[src/rtl/rice_symbol_unpacker.sv]
// Streaming Golomb-Rice symbol decoder: 64-bit MSB-first bit buffer fed by 32-bit words,
// one (quotient << k) | remainder symbol per cycle on a valid/ready output.

module count_lead_zero #(
  parameter int W_IN  = 17,
  parameter int W_OUT = 5
) (
  input  logic [W_IN-1:0]  i_data,
  output logic [W_OUT-1:0] o_count
);

  // Lowest-to-highest scan so the most significant set bit wins; all-zero gives W_IN.
  always_comb begin
    o_count = W_OUT'(W_IN);
    for (int i = 0; i < W_IN; i++) begin
      o_count = i_data[i] ? W_OUT'(W_IN - 1 - i) : o_count;
    end
  end

endmodule

module rice_symbol_unpacker #(
  parameter int W_WORD = 32,
  parameter int Q_MAX  = 16,
  parameter int W_K    = 4,
  parameter int W_VAL  = 32
) (
  input  logic              clk,
  input  logic              rst_n,
  input  logic [W_K-1:0]    k_in,
  input  logic              flush,
  input  logic [W_WORD-1:0] in_data,
  input  logic              in_valid,
  output logic              in_ready,
  output logic [W_VAL-1:0]  out_data,
  output logic              out_valid,
  input  logic              out_ready,
  output logic              err
);

  localparam int W_BUF  = 2 * W_WORD;
  localparam int W_FILL = $clog2(W_BUF + 1);
  localparam int W_Z    = $clog2(Q_MAX + 2);

  logic [W_BUF-1:0]  r_buf;
  logic [W_FILL-1:0] r_fill;
  logic [W_K-1:0]    r_k;
  logic [W_VAL-1:0]  r_out_data;
  logic              r_out_valid;
  logic              r_err;

  logic [W_Z-1:0]    w_z;
  logic [W_FILL-1:0] w_len;
  logic [W_FILL-1:0] w_shift;
  logic [W_FILL-1:0] w_fill_sh;
  logic [W_FILL-1:0] w_fill_nxt;
  logic [W_BUF-1:0]  w_mask;
  logic [W_BUF-1:0]  w_buf_sh;
  logic [W_BUF-1:0]  w_word_ext;
  logic [W_BUF-1:0]  w_buf_nxt;
  logic [W_VAL-1:0]  w_val;
  logic              w_complete;
  logic              w_err_cond;
  logic              w_dec;
  logic              w_accept;
  logic              w_in_ready;

  count_lead_zero #(
    .W_IN  (Q_MAX + 1),
    .W_OUT (W_Z)
  ) u_clz (
    .i_data  (r_buf[W_BUF-1 -: Q_MAX+1]),
    .o_count (w_z)
  );

  // Symbol decode, acceptance and next buffer/fill computation.
  always_comb begin
    w_in_ready = (r_fill <= W_FILL'(W_WORD)) && !r_err && !flush && rst_n;
    w_accept   = in_valid && w_in_ready;
    w_len      = W_FILL'(w_z) + W_FILL'(1) + W_FILL'(r_k);
    w_complete = (w_z <= W_Z'(Q_MAX)) && (r_fill >= w_len);
    w_err_cond = (w_z == W_Z'(Q_MAX + 1)) && (r_fill >= W_FILL'(Q_MAX + 1));
    w_dec      = w_complete && !r_err && (!r_out_valid || out_ready);
    // Right-align the whole symbol, then keep only its k remainder bits.
    w_mask     = ~({W_BUF{1'b1}} << r_k);
    w_val      = (W_VAL'(w_z) << r_k)
               | W_VAL'((r_buf >> (W_FILL'(W_BUF) - w_len)) & w_mask);
    w_shift    = w_dec ? w_len : {W_FILL{1'b0}};
    w_buf_sh   = r_buf << w_shift;
    w_fill_sh  = r_fill - w_shift;
    w_word_ext = {in_data, {W_WORD{1'b0}}} >> w_fill_sh;
    w_buf_nxt  = w_accept ? (w_buf_sh | w_word_ext) : w_buf_sh;
    w_fill_nxt = w_accept ? (w_fill_sh + W_FILL'(W_WORD)) : w_fill_sh;
  end

  // Buffer, output register and sticky error state.
  always_ff @(posedge clk or negedge rst_n) begin
    if (!rst_n) begin
      r_buf       <= {W_BUF{1'b0}};
      r_fill      <= {W_FILL{1'b0}};
      r_k         <= {W_K{1'b0}};
      r_out_data  <= {W_VAL{1'b0}};
      r_out_valid <= 1'b0;
      r_err       <= 1'b0;
    end else if (flush) begin
      r_buf       <= {W_BUF{1'b0}};
      r_fill      <= {W_FILL{1'b0}};
      r_k         <= k_in;
      r_out_data  <= {W_VAL{1'b0}};
      r_out_valid <= 1'b0;
      r_err       <= 1'b0;
    end else begin
      r_buf  <= w_buf_nxt;
      r_fill <= w_fill_nxt;
      if (w_dec) begin
        r_out_data  <= w_val;
        r_out_valid <= 1'b1;
      end else if (out_ready) begin
        r_out_valid <= 1'b0;
      end else begin
        r_out_valid <= r_out_valid;
      end
      if (w_err_cond) begin
        r_err <= 1'b1;
      end else begin
        r_err <= r_err;
      end
    end
  end

  assign in_ready  = w_in_ready;
  assign out_data  = r_out_data;
  assign out_valid = r_out_valid;
  assign err       = r_err;

endmodule

[config.mk]
export PLATFORM = sky130hd
export DESIGN_NAME = rice_symbol_unpacker
export DESIGN_NICKNAME = d
export VERILOG_FILES = /design/src/rtl/rice_symbol_unpacker.sv
export SDC_FILE = /design/constraint.sdc
export NUM_CORES = 1
export LEC_CHECK = 0
export CORE_MARGIN = 2
export CORE_UTILIZATION = 35
export DETAILED_ROUTE_END_ITERATION = 16
export PLACE_DENSITY_LB_ADDON = 0.05
export SYNTH_ARGS = -nofsm -noshare
export SYNTH_HDL_FRONTEND = slang
export SYNTH_HIERARCHICAL = 1
export SYNTH_SLANG_ARGS = --single-unit
[constraint.sdc]
create_clock -name clk -period 10.05 [get_ports clk]
set_clock_uncertainty 0.05 [all_clocks]
set_input_delay 1.5075 -clock clk [delete_from_list [all_inputs] [get_ports clk]]
set_output_delay 1.5075 -clock clk [all_outputs]
set_load 0.03 [all_outputs]
==> impl_metrics.toml <==
[synth]
syn_inst = 2092
ys_ff_latch = 97
synth.avg_cell_area_um2 = 7.22
seq_area_frac_synth_pct = 16.1
synth_edf_count = 0
yosys.area.top_type = "dfrtp_1"
synth_ff_type = "dfrtp_1"
synth_top_area_share_pct = 16.1
yosysUniqueCellTypes = 89
yosysWarnings = 6
synth_area_um2 = 15100
synthArstFlopShare_pct = 100
synthTopCellsByArea = "dfrtp_1 (16%), mux2i_1 (11%), mux4_2 (8.2%)"

[layout]
drive_gt1_share_pct = 10.6
areaGrowthSynthToFinish_pct = 8.96
finish.utilization_pct = 38.4
antenna_cells = 0
stdcell_count = 2610
finalNetCount = 2081

[drt]
drc = 0
drt_pass1_iterations = 7
antenna_left = 0
wl_per_cell_um = 30.1
num_vias = 17392
drt_iter0_markers = 2513
viasPerCell = 6.66
wl_mm = 78.6

[worst_setup_path]
required_ns = 10.22
arrival_ns = 9.22
cp-start-kind = "flip-flop"
path_max_fanout = 41
critPathCaptureType = "flip-flop"
crit_type = "reg2reg"

[placed_design]
place_congestion = 1.07
io_buffers = 63
dp_cells = 2594
post-dp-hpwl_mm = 59.2

[sta]
min_period_over_period_pct = 90.1
fmax_ghz = 0.110
setup_viol_count_final = 0
hold_viol = 0
tightest_slew_ns = 1.30
rsz0062_at_grt = "no"
max-slew-margin-rel_pct = 13.0
fin_crit_ns = 9.05
setup_tns_ns = 0
maxSlewViolCount = 0

[clock_tree]
cts_tree = "done"
cts_hold_buf = 0
insertion_delay_ns = 0.40
cts_resized = 0
cts_made_buffers = 9
post_cts_buffers = 0
path_clk_slew_ns = 0.08
cts_sinks = 97
root_buffer = "clkbuf_16"
h-tree-depth = 3
cts_buffer_depth = 2

[die]
die_w_um = 212
io_pins = 76
die_h_um = 212
initial_core_util_pct = 35.2
core_um2 = 42900
rows = 76
fp.dieArea_um2 = 44800

[global_route]
grt_pass1_vias = 16266
grtUsageTotal_pct = 34.8
grt_max_degree = 84
overflow = 0
grt_pass1_wl_mm = 115
grt_antenna_before_repair = 1

[hold_path]
min_path_type = "reg2reg"

[status]
status = "complete, no violations"

[run]
cap_violations = 0
synth_stat cells (all sizes together), types with 6 or more instances:
cell,count
a221oi,18
nor2,222
o32ai,12
dfrtp,97
o22ai,34
nor3,66
nor2b,18
a221o,10
o21ai,145
o31ai,9
a311oi,13
buf,97
mux2i,167
inv,43
mux2,35
a22o,10
a21o,10
ha,18
mux4,55
and3,26
a31oi,28
o211ai,21
nand4,16
nand2b,16
a211oi,43
a32oi,9
nand2,293
o221ai,11
a32o,7
and2,9
xnor2,11
a222oi,11
a31o,6
a21oi,184
clkbuf,119
a211o,6
o21a,6
a22oi,35
nand3,73
nor4,9
kinds of logic after synthesis:
family	Yosys count	synth area share, %
other	1	0.0248
muxes	257	21.9
and+or+nand+nor	769	22.5
buffers and inverters	260	7.19
DFF	97	16.1
xor gates and xnor gates	14	1.06
AOI/OAI and AO/OA	674	29.5
adders and majority gates	20	1.76
routing by layer:
metal,GRT usage (%),share of wire [%],up-vias
li1,-,-,7688
met1,46.0,41,8562
met2,54.9,45,949
met3,6.57,8.6,191
met4,16.2,5.0,2
met5,0,0.017,-
placed cells by master, fill, tap and decap left out, types with 37 or more instances in the layout:
master             n
mux4_2            55
nand2_1          293
o21ai_0          140
buf_4             60
a21oi_1          183
nand3_1           73
inv_1             37
mux2i_1          167
dfrtp_1           97
nor2_1           217
a211oi_1          42
nor3_1            62
clkdlybuf4s50_1   61
sequential cells by signal, indices dropped and copies added, names as in the netlist:
name / count
err: 1
r_k: 4
out_valid: 1
r_buf: 64
r_fill: 7
out_data: 20
stage by stage:
step / setup slack, ns / area, µm² / hold slack (ns)
5_1_grt: 0.575 / 16500 / 0.506
2_1_floorplan: 2.35 / 15100 / 0.550
6_report: 0.998 / 16500 / 0.467
3_5_place_dp: 1.12 / 16200 / 0.461
3_3_place_gp: 1.13 / 16200 / 0.456
4_1_cts: 1.08 / 16500 / 0.475
path summary, 6_finish.rpt:
path	cells past startpoint	slack (ns)	endpoint	from
max in group asynchronous	2	7.56	r_buf[52]	rst_n
min	2	0.47	out_data[16]	out_data[16]
min in group asynchronous	1	1.01	out_data[10]	rst_n
min reg2reg	2	0.47	out_data[16]	out_data[16]
max	27	1.0	r_buf[42]	r_buf[54]
max reg2reg	27	1.0	r_buf[42]	r_buf[54]
final cells by class:
| class | instances | area, µm² |
|---|---|---|
| clock inverters | 7 | 61.3 |
| inverters | 44 | 165 |
| fillers | 4639 | 26400 |
| well taps | 585 | 732 |
| flip-flops and latches | 97 | 2430 |
| repair buffers | 122 | 1070 |
| clock buffers | 9 | 225 |
| multi-input cells | 1746 | 11800 |
critical path, stage by stage (launching register included):
cell,delay (ns)
dfrtp_1,0.53
inv_2,0.08
a2111oi_4,0.34
o41ai_1,0.12
a221oi_1,0.80
buf_4,0.28
inv_1,0.07
ha_4,0.16
fa_1,0.45
nand2b_1,0.18
a21oi_1,0.21
xor2_2,0.40
inv_2,0.30
ha_1,0.42
a21o_1,0.19
a211o_1,0.33
a41oi_4,0.35
nor2_4,0.07
buf_4,0.30
fa_2,1.10
buf_4,0.30
mux4_2,0.34
mux2i_1,0.24
mux2i_1,0.16
nand2_1,0.10
o21ai_0,0.17
a222oi_1,0.58
a21oi_1,0.23
Power is left out: the tool's default activity adds up to more than one toggle a clock period on the data nets, which glitch-free logic cannot reach.
==> RTL change, RTL diff (same flow settings) <==
The parameter `W_WORD` goes from 32 to 16.
--- a/src/rtl/rice_symbol_unpacker.sv
+++ b/src/rtl/rice_symbol_unpacker.sv
@@ -21,5 +21,5 @@
 
 module rice_symbol_unpacker #(
-  parameter int W_WORD = 32,
+  parameter int W_WORD = 16,
   parameter int Q_MAX  = 16,
   parameter int W_K    = 4,
Ports: changed (resized in_data); port bits go from 76 to 60. No check against the original RTL was run, so the function may have changed too.
==> RTL change against the original RTL <==
Cell area is 44% lower. Critical path depth is 3 lower. Sequential cell count is 33 lower. Setup slack better by 0.92 ns. Wire length is 61% lower. Area after synthesis is 46% lower. Fmax is 11% higher. Critical path type unchanged. Critical endpoint is now r_buf[23]$_DFF_PN0_.
Power is not shown: default switching activity piles up to over one toggle a cycle in this logic, so the estimate is an artifact.
==> RTL change: results (changes against the original RTL) <==
| Metric | Value |
|---|---|
| Worst Tran Pin Value | `1.201 ns (was 1.301 ns)` |
| Share of cells above drive strength 1 | `0.1193 (was 0.1062)` |
| Largest net degree at the start of global routing | `66 (was 84)` |
| Per-cell routed wire length | `22.26 µm (was 30.13 µm)` |
| Met1 wire length | `13190 µm (was 32350 µm)` |
| Final #Nets | `1094 (was 2081)` |
| Max FFs per register | `32 (was 64)` |
| R2R cell count | `24 (was 27)` |
| Post-Synth Adder-Cell Area | `0.02948 (was 0.01756)` |
| Worst skew pair latency | `0.35 ns (was 0.40 ns)` |
| Met1 usage | `0.3193 (was 0.4600)` |
| Routability cong. | `0.9670 (was 1.074)` |
| Hold_sp | `out_data[17]$_DFFE_PN0P_ (was out_data[16]$_DFFE_PN0P_)` |
| Hold WS | `0.4696 ns (was 0.4673 ns)` |
| Status | `completed (unchanged)` |
| Met2 WL | `14440 µm (was 35620 µm)` |
| Worst setup path startpoint | `r_buf[22]$_DFF_PN0_ (was r_buf[54]$_DFF_PN0_)` |
| Clock slew at reported path FFs | `0.06 ns (was 0.08 ns)` |
| Met3 wire len | `1620 µm (was 6748 µm)` |
| Critical Path Max Stage Delay | `1.06 ns (was 1.10 ns)` |
| Most area-consuming cells after synthesis | `dfrtp_1 (20%), mux2i_1 (14%), nand2_1 (6.2%) (was dfrtp_1 (16%), mux2i_1 (11%), mux4_2 (8.2%))` |
| Mux contribution to synthesized area | `0.2214 (was 0.2187)` |
| Crit path DAT | `8.26 ns (was 9.22 ns)` |
| Initial antenna violation count | `0 (was 1)` |
| Placed cell count | `1353 (was 2594)` |
| Drt pass-1 iters | `5 (was 7)` |
| Sequential fraction of the synthesis area | `0.1965 (was 0.1607)` |
RTL change: cell types whose count changed in the layout (fill, tap and decap cells not counted), moves of 33 or more:
cell	unedited run	this run
a21oi_1	183	58
mux2i_1	167	115
o21ai_0	140	62
nand3_1	73	29
nand2_1	293	135
nor3_1	62	16
nor2_1	217	114
buf_4	60	22
mux4_2	55	13
dfrtp_1	97	64
RTL change: worst register-to-register path, delay by kind of cell, from the launching register on:
kind / cells / cell delay, ns
muxes: 1 / 0.15
buffers and inverters: 7 / 1.82
DFF: 1 / 0.51
AOI/OAI and AO/OA: 6 / 2.08
and+or+nand+nor: 6 / 1.33
adders and majority gates: 4 / 2.05
RTL change: layout make-up:
class | count | area (µm²) | area share
multi-input cells | 877 | 6072 | 0.6627
flip-flops and latches | 64 | 1602 | 0.1748
repair buffers | 69 | 625.6 | 0.06828
well taps | 313 | 391.6 | 0.04274
clock buffers | 10 | 239.0 | 0.02608
inverters | 30 | 117.6 | 0.01284
clock inverters | 6 | 115.1 | 0.01256
